`src/rtl/mmio_gpio_responder.sv`:
```
// mmio_gpio_responder
//   Memory-mapped GPIO target on the CPU data bus. It decodes a 16-byte window at
//   BASE_ADDR and exposes four word registers:
//     0x0 LED  RW   [15:0] drives the board LEDs
//     0x4 SW   RO   debounced switch state
//     0x8 CHG  RW1C sticky per-bit change flags of the debounced switches
//     0xC ID   RO   constant 32'h4750_494F
//
//   Ports
//     clk        system clock, rising edge
//     rst        asynchronous active-low reset
//     req        access request, held high by the CPU until it sees ack
//     we         1 = store, 0 = load (valid while req)
//     addr       byte address (valid while req)
//     be         byte-lane enables
//     wdata      lane-aligned store data
//     rdata      load data, valid with ack, 0 otherwise
//     ack        one-cycle access-complete pulse
//     err        qualifies ack: misaligned access
//     sw         raw asynchronous board switches
//     led        board LEDs
//     state_dbg  current handshake FSM state (0 IDLE, 1 ACK, 2 WAIT)
//
//   Handshake: an access is performed on the clock edge where the FSM is IDLE and
//   req is high with an address in the window. ack is high for exactly the next
//   cycle. The FSM then waits for req to drop, so a single request (however long it
//   is held) is serviced exactly once. Requests outside the window are ignored.
module mmio_gpio_responder #(
  parameter logic [31:0] BASE_ADDR     = 32'h8000_0000,
  parameter logic [19:0] DEBOUNCE_CYCS = 20'd500000
) (
  input  logic        clk,
  input  logic        rst,
  input  logic        req,
  input  logic        we,
  input  logic [31:0] addr,
  input  logic [3:0]  be,
  input  logic [31:0] wdata,
  output logic [31:0] rdata,
  output logic        ack,
  output logic        err,
  input  logic [15:0] sw,
  output logic [15:0] led,
  output logic [1:0]  state_dbg
);

  localparam int CNT_W = $clog2(DEBOUNCE_CYCS);
  localparam logic [CNT_W-1:0] CNT_LAST = CNT_W'(DEBOUNCE_CYCS - 20'd1);
  localparam logic [31:0] ID_VALUE = 32'h4750_494F;

  typedef enum logic [1:0] {
    ST_IDLE = 2'd0,
    ST_ACK  = 2'd1,
    ST_WAIT = 2'd2
  } state_t;

  state_t      state_q;
  logic [31:0] rdata_q;
  logic        ack_q;
  logic        err_q;
  logic [15:0] led_q, led_d;
  logic [15:0] chg_q, chg_d;
  logic [15:0] sync1_q, sync2_q, stable_q;
  logic [CNT_W-1:0] cnt_q;

  // Access decode
  logic        hit, be_onehot, misaligned, do_access, do_store;
  logic [15:0] lane_mask, chg_set, chg_clr;
  logic [31:0] rd_word;
  logic        deb_fire;
  logic        unused_wdata;

  assign unused_wdata = ^wdata[31:16];

  assign hit        = (addr[31:4] == BASE_ADDR[31:4]);
  assign be_onehot  = (be != 4'd0) && ((be & (be - 4'd1)) == 4'd0);
  assign misaligned = (addr[1:0] != 2'd0) && !be_onehot;
  assign do_access  = (state_q == ST_IDLE) && req && hit;
  assign do_store   = do_access && we && !misaligned;
  // Only lanes 0 and 1 carry register bits; lanes 2 and 3 have nothing behind them.
  assign lane_mask  = {{8{be[1]}}, {8{be[0]}}};

  always_comb begin
    rd_word = 32'd0;
    case (addr[3:2])
      2'd0: rd_word = {16'd0, led_q};
      2'd1: rd_word = {16'd0, stable_q};
      2'd2: rd_word = {16'd0, chg_q};
      2'd3: rd_word = ID_VALUE;
      default: rd_word = 32'd0;
    endcase
  end

  // Debounce acceptance: one shared counter for all bits; any difference between the
  // synchronised and stable vectors must persist DEBOUNCE_CYCS cycles.
  assign deb_fire = (sync2_q != stable_q) && (cnt_q == CNT_LAST);
  assign chg_set  = deb_fire ? (sync2_q ^ stable_q) : 16'd0;
  assign chg_clr  = (do_store && addr[3:2] == 2'd2) ? (wdata[15:0] & lane_mask) : 16'd0;
  // A set arriving in the same cycle as a clear of the same bit must survive.
  assign chg_d    = (chg_q & ~chg_clr) | chg_set;

  always_comb begin
    led_d = led_q;
    if (do_store && addr[3:2] == 2'd0) begin
      if (be[0]) led_d[7:0]  = wdata[7:0];
      if (be[1]) led_d[15:8] = wdata[15:8];
    end
  end

  // Handshake FSM with registered outputs
  always_ff @(posedge clk or negedge rst) begin
    if (!rst) begin
      state_q <= ST_IDLE;
      rdata_q <= 32'd0;
      ack_q   <= 1'b0;
      err_q   <= 1'b0;
      led_q   <= 16'd0;
    end else begin
      led_q <= led_d;
      case (state_q)
        ST_IDLE: begin
          ack_q   <= 1'b0;
          err_q   <= 1'b0;
          rdata_q <= 32'd0;
          if (do_access) begin
            ack_q   <= 1'b1;
            err_q   <= misaligned;
            rdata_q <= (we || misaligned) ? 32'd0 : rd_word;
            state_q <= ST_ACK;
          end
        end
        ST_ACK: begin
          ack_q   <= 1'b0;
          err_q   <= 1'b0;
          rdata_q <= 32'd0;
          state_q <= ST_WAIT;
        end
        ST_WAIT: begin
          if (!req) state_q <= ST_IDLE;
        end
        default: state_q <= ST_IDLE;
      endcase
    end
  end

  // Switch synchroniser, debounce counter and change flags
  always_ff @(posedge clk or negedge rst) begin
    if (!rst) begin
      sync1_q  <= 16'd0;
      sync2_q  <= 16'd0;
      stable_q <= 16'd0;
      cnt_q    <= '0;
      chg_q    <= 16'd0;
    end else begin
      sync1_q <= sw;
      sync2_q <= sync1_q;
      chg_q   <= chg_d;
      if (sync2_q != stable_q) begin
        if (deb_fire) begin
          stable_q <= sync2_q;
          cnt_q    <= '0;
        end else begin
          cnt_q <= cnt_q + 1'b1;
        end
      end else begin
        cnt_q <= '0;
      end
    end
  end

  assign rdata     = rdata_q;
  assign ack       = ack_q;
  assign err       = err_q;
  assign led       = led_q;
  assign state_dbg = state_q;

endmodule

```
`config.mk`:
```
export PLATFORM = sky130hd
export DESIGN_NAME = mmio_gpio_responder
export DESIGN_NICKNAME = d
export VERILOG_FILES = /design/src/rtl/mmio_gpio_responder.sv
export SDC_FILE = /design/constraint.sdc
export NUM_CORES = 1
export LEC_CHECK = 0
export CORE_AREA = 10 10 115 117
export DETAILED_ROUTE_END_ITERATION = 6
export DIE_AREA = 0 0 125 127
export GPL_ROUTABILITY_DRIVEN = 0
export GPL_TIMING_DRIVEN = 0
export PLACE_DENSITY_LB_ADDON = 0.1
export SLEW_MARGIN = 10
export SYNTH_ARGS = -nofsm -noshare
export SYNTH_HDL_FRONTEND = slang
export SYNTH_SLANG_ARGS = --single-unit
```
`constraint.sdc`:
```
create_clock -name clk -period 2.2 [get_ports clk]
set_input_delay 0.66 -clock clk [delete_from_list [all_inputs] [get_ports clk]]
set_output_delay 0.66 -clock clk [all_outputs]
set_load 0.02 [all_outputs]
```
==> results of run 1 <==
-- report_power, final --
part / total [µW] / switching (µW) / internal [µW]
Clock: 2590 / 1010 / 1580
Combinational: 382 / 188 / 195
Sequential: 2330 / 54.5 / 2270
Total: 5300 / 1250 / 4050
-- logic make-up (layout without fill, tap and decap cells) --
logic type                 Yosys count  count (layout)  share of synthesized area, %
AOI/OAI and AO/OA                   74              74                         8.452
xor gates and xnor gates            34              34                         5.747
adders and majority gates            1               1                        0.2414
buffers and inverters               40             187                         4.516
DFF                                120             120                         57.96
muxes                               48              48                         11.40
other                                1              10                       0.07238
and+or+nand+nor                    121             121                         11.62
-- per-layer routing --
metal	vias up	share of wire, %	GRT usage [%]
met3	28	6.9	4.880
li1	1807	-	-
met2	153	48	27.03
met4	0	1.9	7.317
met1	1855	43	20.42
met5	-	0	0
-- cell usage in the layout, fill, tap and decap left out, drive strengths merged, types with 2 or more instances in the layout --
cell type / count
and3: 3
dlygate4sd2: 27
a21oi: 8
and2: 2
nor3: 3
dlymetal6s2s: 5
clkinvlp: 3
mux2: 40
clkbuf: 27
xor2: 11
inv: 6
nand2: 27
xnor2: 23
o21ai: 52
nor4b: 3
buf: 34
mux2i: 8
o22ai: 8
nor4: 7
conb: 10
dfrtp: 120
nand4: 13
nand4bb: 2
nand3: 23
clkinv: 8
nor2: 31
clkdlybuf4s50: 75
nor2b: 2
-- sequential cells by signal (all words and copies together) (netlist names) --
| name | cells |
|---|---|
| state_dbg | 2 |
| chg_q | 16 |
| stable_q | 16 |
| sync2_q | 16 |
| sync1_q | 16 |
| cnt_q | 19 |
| led | 16 |
| rdata | 17 |
| ack | 1 |
| err | 1 |
-- per-stage QoR --
step	setup TNS, ps	total power (µW)	setup slack (ps)	cell area (µm²)	instances
after global placement	-531530	2730	-4115	6535	704
after global routing	-9.877	5500	-9.877	7264	738
after CTS	0	5335	5.191	7206	739
final	0	5298	27.18	7264	738
after detailed placement	-42830	2744	-920.4	6564	705
after floorplan	-3890	2508	-196.9	5225	448
-- what timing repair did --
item / 4_1_cts / 5_1_grt
hold endpoints to repair: 0 / 0
pin swaps: 14 / 10
setup endpoints to repair: 79 / 67
gates resized for setup: 66 / 24
setup buffers: 3 / 0
-- worst paths after layout --
path / from / endpoint / slack, ps / depth (start not counted)
worst min-delay path: rst / rdata[12]$_DFFE_PN0P_ / 180 / 1
max in group asynchronous: rst / stable_q[7]$_DFFE_PN0P_ / 1330 / 2
worst max-delay path: be[2] / led[14]$_DFFE_PN0P_ / 30 / 7
worst min register to register: sync1_q[1]$_DFF_PN0_ / sync2_q[1]$_DFF_PN0_ / 350 / 0
worst max register to register: stable_q[2]$_DFFE_PN0P_ / stable_q[1]$_DFFE_PN0P_ / 50 / 6
min in group clk: sync1_q[1]$_DFF_PN0_ / sync2_q[1]$_DFF_PN0_ / 350 / 0
-- final cells by class --
| cell class | instances | area [µm²] | area share, % |
|---|---|---|---|
| sequential | 120 | 3004 | 41.35 |
| multi-input combinational | 288 | 2118 | 29.16 |
| timing repair buffer | 117 | 1147 | 15.79 |
| clock buffer | 18 | 439.2 | 6.045 |
| buffer | 34 | 236.5 | 3.255 |
| tap | 143 | 178.9 | 2.463 |
| clock inverter | 14 | 125.1 | 1.722 |
| inverter | 4 | 15.01 | 0.2067 |
==> results.md, run 1 <==
- The flow ran to the end, and the final reports show no timing, DRC or antenna violations.
- TritonCTS built the clock tree.
- The fraction of final layout cells sized beyond drive strength 1 is 23.53%.
- Counting flops with a built-in enable in the synthesized netlist gives 0.
- After detailed routing, the number of vias per cell comes to 5.207.
- The endpoint type of the worst setup path is a flop.
- By instance count, the leading cell after synthesis is sky130_fd_sc_hd__dfrtp_1.
- Summing over every cut layer, the via total after detailed routing is 3,843.
- The number of library cell types mapped by synthesis is 40.
- The net total in the final layout is 671.
- The endpoint arrival time on the critical path is 2470 ps.
- The clock tree synthesis step divided the H-tree into 4 levels.
- After clock tree synthesis, the clock-pin slew on the worst setup and hold paths is 60 ps.
- The hold violation count in the final report is 0.
- The length of the first detailed-routing pass in iterations is 6.
- The proportion of synthesized flip-flops having asynchronous set or reset is 100.0%.
- The worst setup path is launched from an input pin.
- The static power due to leakage is 0.003300 µW.
- The global-route usage over all layers is 16.70%.
- The number of rows created at floorplan is 39.
- The via count of the first global-routing pass is 4,021.
- Input and output buffers added on the ports amount to 113.
- The count of mapped cells out of synthesis is 439.
- The average instance in the mapped netlist occupies 11.80 µm².
- The area added between synthesis and finish is 40.21%.
- The clock network latency to the later pin of the worst-skew pair is 410 ps.
- The power per unit of standard cell area is 729.3 nW/µm².
- Counting both buffers and inverters, the worst setup path holds a total of 2.
- Among all stages on the critical path, the largest delay is contributed by sky130_fd_sc_hd__or4b_4.
- For this block, the routed nets add up to 13.15 mm of wire.
- No sink is reached through more buffers than the 2 on the longest clock path.
- The cell sitting at the root of the clock tree is a sky130_fd_sc_hd__clkbuf_16.
- The final cell utilization of the core is 65.29%.
- By startpoint and endpoint, the worst setup path is classified as in -> reg.
- Buffers inserted to repair hold after CTS numbered 0.
- For this block, the initial DRC count from the detailed router was 191.
- The post-layout minimum cycle time is 2173 ps.
- Setup violations remaining at the end of the flow were counted as 0.
- The number of antenna violations at the first check in global routing came to 0.
- The clock drives 120 sinks.
- Dividing the detail-routed wire length by the instance count gives 17.81 µm.
- Global routing finished with a remaining overflow of 0.
- The repair_antennas step left the layout with diodes totalling 0.
- The clock buffer count from CTS is 17.
- In the finished design, the share of the clock period the worst path needs comes to 98.76%.
- The upper clock frequency limit is 460.2 MHz.
- The biggest fanout along the worst timing path is 8.
- The transition time at the pin with the least slew margin is 662.1 ps.
- The half-perimeter wire length of the detailed placement result is 9.921 mm.
- The worst hold path belongs to the class in -> async.
- The first global-routing pass estimated 21.40 mm of wire.
- The number of max-slew violations in the final report came to 0.
- Across the run, the number of max-cap violations was 0.
- The number of remaining DRC errors is 0.
- The share of Yosys cell area claimed by the top area cell type is 57.96%.
- Once the floorplan was initialized, standard cells occupied 46.57% of the core.
- The remaining antenna violation count after routing is 0.
- The number of primary I/O pins is 140.
- The normalized max-slew margin is 55.52%.
- The post-route worst hold slack is 181.4 ps.
- The netlist area before placement is 5181 µm².
- In the post-synthesis netlist, the biggest area contributors are sky130_fd_sc_hd__dfrtp_1 58%, sky130_fd_sc_hd__mux2_2 5.2%, sky130_fd_sc_hd__mux2_4 4.6%.
- The cell family contributing the most delay on the critical path is simple AND/OR/NAND/NOR gates.
- The data required time of the critical path is 2490 ps.
- The die covers 15,880 µm².
- Between clock sinks in the finished design, the worst skew comes to 5.251 ps.
- After synthesis the netlist holds a flip-flop and latch count of 120.
- The height of the die is 127 µm.
- The synthesized design spends more area on one cell type than any other, namely sky130_fd_sc_hd__dfrtp_1.
- The largest voltage drop on the vdd net is 0.5692 mV.
- The portion of the post-synthesis area used by sequential elements is 57.96%.
- The longest individual stage delay on the worst path is 510 ps.
- Measured along the x axis, the die boundary spans 125 µm.
- After filler insertion, the fill cell instance count of the layout stands at 872.
- The critical path goes through buf_2 -> or4b_4 -> o21a_1 -> a211o_4 -> nand4bb_1 -> buf_6 -> mux2_4.
- The commonest cells after synthesis are 120 x sky130_fd_sc_hd__dfrtp_1, 42 x sky130_fd_sc_hd__o21ai_0, 31 x sky130_fd_sc_hd__nor2_1, 27 x sky130_fd_sc_hd__nand2_1, 24 x sky130_fd_sc_hd__mux2_2.
- The most common flop cell mapped by yosys is sky130_fd_sc_hd__dfrtp_1.
- The pin count of the biggest net entering global routing is 70.
- The total core area is 11,130 µm².
- The count of warnings emitted by yosys is 0.
No activity file was read; power rests on OpenSTA's default activity.
==> run 2: changes to the inputs <==
--- a/config.mk
+++ b/config.mk
@@ -5,11 +5,13 @@
 export SDC_FILE = /design/constraint.sdc
 export NUM_CORES = 1
 export LEC_CHECK = 0
-export CORE_AREA = 10 10 115 117
+export CAP_MARGIN = 20
+export CORE_AREA = 10 10 146 94
 export DETAILED_ROUTE_END_ITERATION = 6
-export DIE_AREA = 0 0 125 127
+export DIE_AREA = 0 0 156 104
 export GPL_ROUTABILITY_DRIVEN = 0
 export GPL_TIMING_DRIVEN = 0
+export MAX_ROUTING_LAYER = met4
 export PLACE_DENSITY_LB_ADDON = 0.1
 export SLEW_MARGIN = 10
 export SYNTH_ARGS = -nofsm -noshare
==> results.md, run 2 (same netlist as run 1, synthesis figures left out) <==
- The clock sink count was 120 (unchanged).
- The largest voltage drop on the vdd net came to 0.6248 mV (+9.8%).
- The critical path in this run is classified as in -> reg.
- cnt_q holds more flip-flops than any other register.
- The hold-fix buffer count after cts is 0 (unchanged).
- The worst hold path class is in -> async.
- The buffering stage count on the worst path with inverters included is 2 (unchanged).
- The number of primary I/O pins is 140 (unchanged).
- The area enclosed by the die boundary was 16,220 µm² (+2.2%).
- The static power due to leakage is 0.003347 µW (+1.4%).
- The pin count of the biggest net entering global routing is 74 (+5.7%).
- The CTS tree is done.
- The remaining antenna violation count after routing was 0 (unchanged).
- The worst setup path is launched from an input pin.
- The cell type of the slowest stage on the worst timing path is sky130_fd_sc_hd__or4b_4.
- The number of rows created at floorplan is 30 (-23%).
- In the layout the commonest cells are 118 x sky130_fd_sc_hd__dfrtp_1, 75 x sky130_fd_sc_hd__clkdlybuf4s50_1, 41 x sky130_fd_sc_hd__o21ai_0.
- The flip-flop count of the largest register after layout is 19 (unchanged).
- The length of the first detailed-routing pass in iterations is 5 (-1).
- The post-route clock period utilization is 99.64% (+0.87 points).
- The clock network latency to the later pin of the worst-skew pair is 410 ps (about the same).
- The number of max-slew violations in the final report was 0 (unchanged).
- The net total in the final layout is 677 (+0.89%).
- The number of antenna violations at the first check in global routing is 0 (unchanged).
- The largest buffer count on any clock path was 2 (unchanged).
- The global-route usage over all layers is 17.60% (+0.90 points).
- The via count of the first global-routing pass is 4,018 (-0.075%).
- The count of input and output buffers came to 113 (unchanged).
- The wire length of the first global-routing pass was 21.98 mm (+2.7%).
- The die width is 156 µm (+25%).
- The endpoint type of the worst setup path is a flop.
- The clock buffer count from CTS came to 17 (unchanged).
- The number of H-tree levels is 4 (unchanged).
- The global-route track usage on met1 is 24.18% (+3.8 points).
- The endpoint arrival time on the critical path is 2480 ps (about the same).
- The clock tree skew after final layout came to 9.400 ps (+4.149 ps).
- The via count is 3,855 (+0.31%).
- In this run the worst setup path begins at be[1].
- The clock-pin slew on the worst setup and hold paths is 60 ps (about the same).
- The met2 routing resource usage after global routing is 24.35% (-2.7 points).
- The post-placement worst setup slack came to -936.6 ps (-16.16 ps).
- Relative to the synthesized area, the layout overhead comes to 42.72%.
- The via count normalized by instance count was 5.174 (-0.63%).
- The height of the die is 104 µm (-18%).
- The power after layout was 5597 µW (+5.6%).
- The power per unit of standard cell area is 756.9 nW/µm² (+3.8%).
- The antenna cell count is 0 (unchanged).
- The effective utilization at floorplan is 46.79% (+0.22 points).
- The upper clock frequency limit is 456.2 MHz (-0.88%).
- The leftover overflow at the end of global routing is 0 (unchanged).
- The post-layout minimum cycle time is 2192 ps (+19.23 ps).
- The met3 track demand over resource in global routing is 5.576% (+0.70 points).
- The hold violation count in the final report is 0 (unchanged).
- The longest individual stage delay on the worst path came to 530 ps (+20 ps).
- The placed standard-cell area came to 6565 µm² (about the same).
- The layer flagged by global routing as most heavily used is met2.
- The biggest fanout along the worst timing path was 8 (unchanged).
- The fraction of final layout cells sized beyond drive strength 1 came to 24.96% (+1.4 points).
- The final worst-path setup slack is 7.957 ps (-19.23 ps).
- The total core area is 11,070 µm² (-0.47%).
- The max-cap check violation count is 0 (unchanged).
- The total wire length was 13.97 mm (+6.2%).
- The final setup violation count is 0 (unchanged).
- The first-iteration detailed-routing DRC count is 324 (+70%).
- The final cell utilization of the core came to 66.78% (+1.5 points).
- The normalized max-slew margin is 52.87% (-2.6 points).
- The transition time at the pin with the least slew margin came to 701.5 ps (+39.41 ps).
- The beginning of the worst register-to-register path is stable_q[10]$_DFFE_PN0P_.
- The library cell used most frequently in the layout, excluding fill and tap cells, is sky130_fd_sc_hd__dfrtp_1.
- The tree is rooted in a sky130_fd_sc_hd__clkbuf_16.
- The data required time of the critical path is 2490 ps (about the same).
- The summed area of non-filler cells in the final layout was 7395 µm² (+1.8%).
- The flow ran to the end, and the final reports show no timing, DRC or antenna violations.
- The critical path goes through buf_8 -> or4b_4 -> o21a_1 -> a211o_4 -> nand4bb_1 -> buf_6 -> mux2_4.
- The half-perimeter wire length of the detailed placement result is 10.34 mm (+4.2%).
- Grouping stages by cell kind, the critical path spends the most delay in simple AND/OR/NAND/NOR gates.
- Setup repair after global routing could not meet its margin everywhere.
- The number of remaining DRC errors is 0 (unchanged).
- The post-detailed-route wirelength per cell is 18.75 µm (+5.2%).
[run 2: cell types whose count changed in the layout (fill, tap and decap cells not counted), moves of 2 or more]
cell / change
sky130_fd_sc_hd__buf_4: +3
sky130_fd_sc_hd__buf_6: +2
sky130_fd_sc_hd__bufinv_16: +2
sky130_fd_sc_hd__clkbuf_1: +2
sky130_fd_sc_hd__clkinv_2: -4
sky130_fd_sc_hd__clkinv_4: -2
sky130_fd_sc_hd__dlygate4sd2_1: +3
sky130_fd_sc_hd__dlymetal6s2s_1: -2
sky130_fd_sc_hd__inv_6: +4
sky130_fd_sc_hd__xnor2_1: -4
sky130_fd_sc_hd__xnor2_2: +4
[run 2: final timing paths]
kind                            slack [ps]                 endpoint  cells after the start
worst max register to register          50  stable_q[2]$_DFFE_PN0P_                      6
worst max-delay path                     8       led[7]$_DFFE_PN0P_                      7
worst min-delay path                   170      cnt_q[16]$_DFF_PN0_                      1
min in group clk                       340     sync2_q[7]$_DFF_PN0_                      0
worst min register to register         340     sync2_q[7]$_DFF_PN0_                      0
max in group asynchronous             1320    rdata[26]$_DFFE_PN0P_                      2
[run 2: metal layers]
metal	wire length (µm)	up-vias
met5	0	-
met4	64	0
met3	1255	5
met2	5850	152
met1	6795	1877
li1	-	1821
[run 2: what timing repair did]
item / in CTS / in global routing
endpoints found under the setup margin: 79 / 67
buffers inserted: 4 / 4
pin swaps: 13 / 13
resized for setup: 75 / 23
[run 2: cell type report]
| cell class | count | area, µm² |
|---|---|---|
| buffer | 35 | 251.5 |
| multi-input combinational | 288 | 2141 |
| timing repair buffer | 122 | 1186 |
| clock buffer | 18 | 429.2 |
| clock inverter | 14 | 186.4 |
| tap | 144 | 180.2 |
| sequential | 120 | 3005 |
| fill | 831 | 3679 |
| inverter | 4 | 15.01 |
[run 2: stage by stage]
stage | hold WS [ps] | cells | setup TNS [ps]
3_3_place_gp | 333.4 | 705 | -521520
6_report | 172.5 | 745 | 0
3_5_place_dp | 334.7 | 706 | -43470
2_1_floorplan | 331.2 | 448 | -3890
5_1_grt | 194.8 | 745 | -610.2
4_1_cts | 178.9 | 741 | 0
[run 2: power breakdown]
group,internal [µW],total [µW],switching [µW]
logic,201,388,187
registers,2270,2330,57.9
clock network,1810,2880,1070
[run 2: worst reg2reg max path: stages, from the launching register on]
cell and delay (ps):
sky130_fd_sc_hd__dfrtp_1 440, sky130_fd_sc_hd__xnor2_2 220, sky130_fd_sc_hd__nand4_1 120, sky130_fd_sc_hd__or4_4 580, sky130_fd_sc_hd__nand2_2 140, sky130_fd_sc_hd__buf_6 170, sky130_fd_sc_hd__mux2_2 350
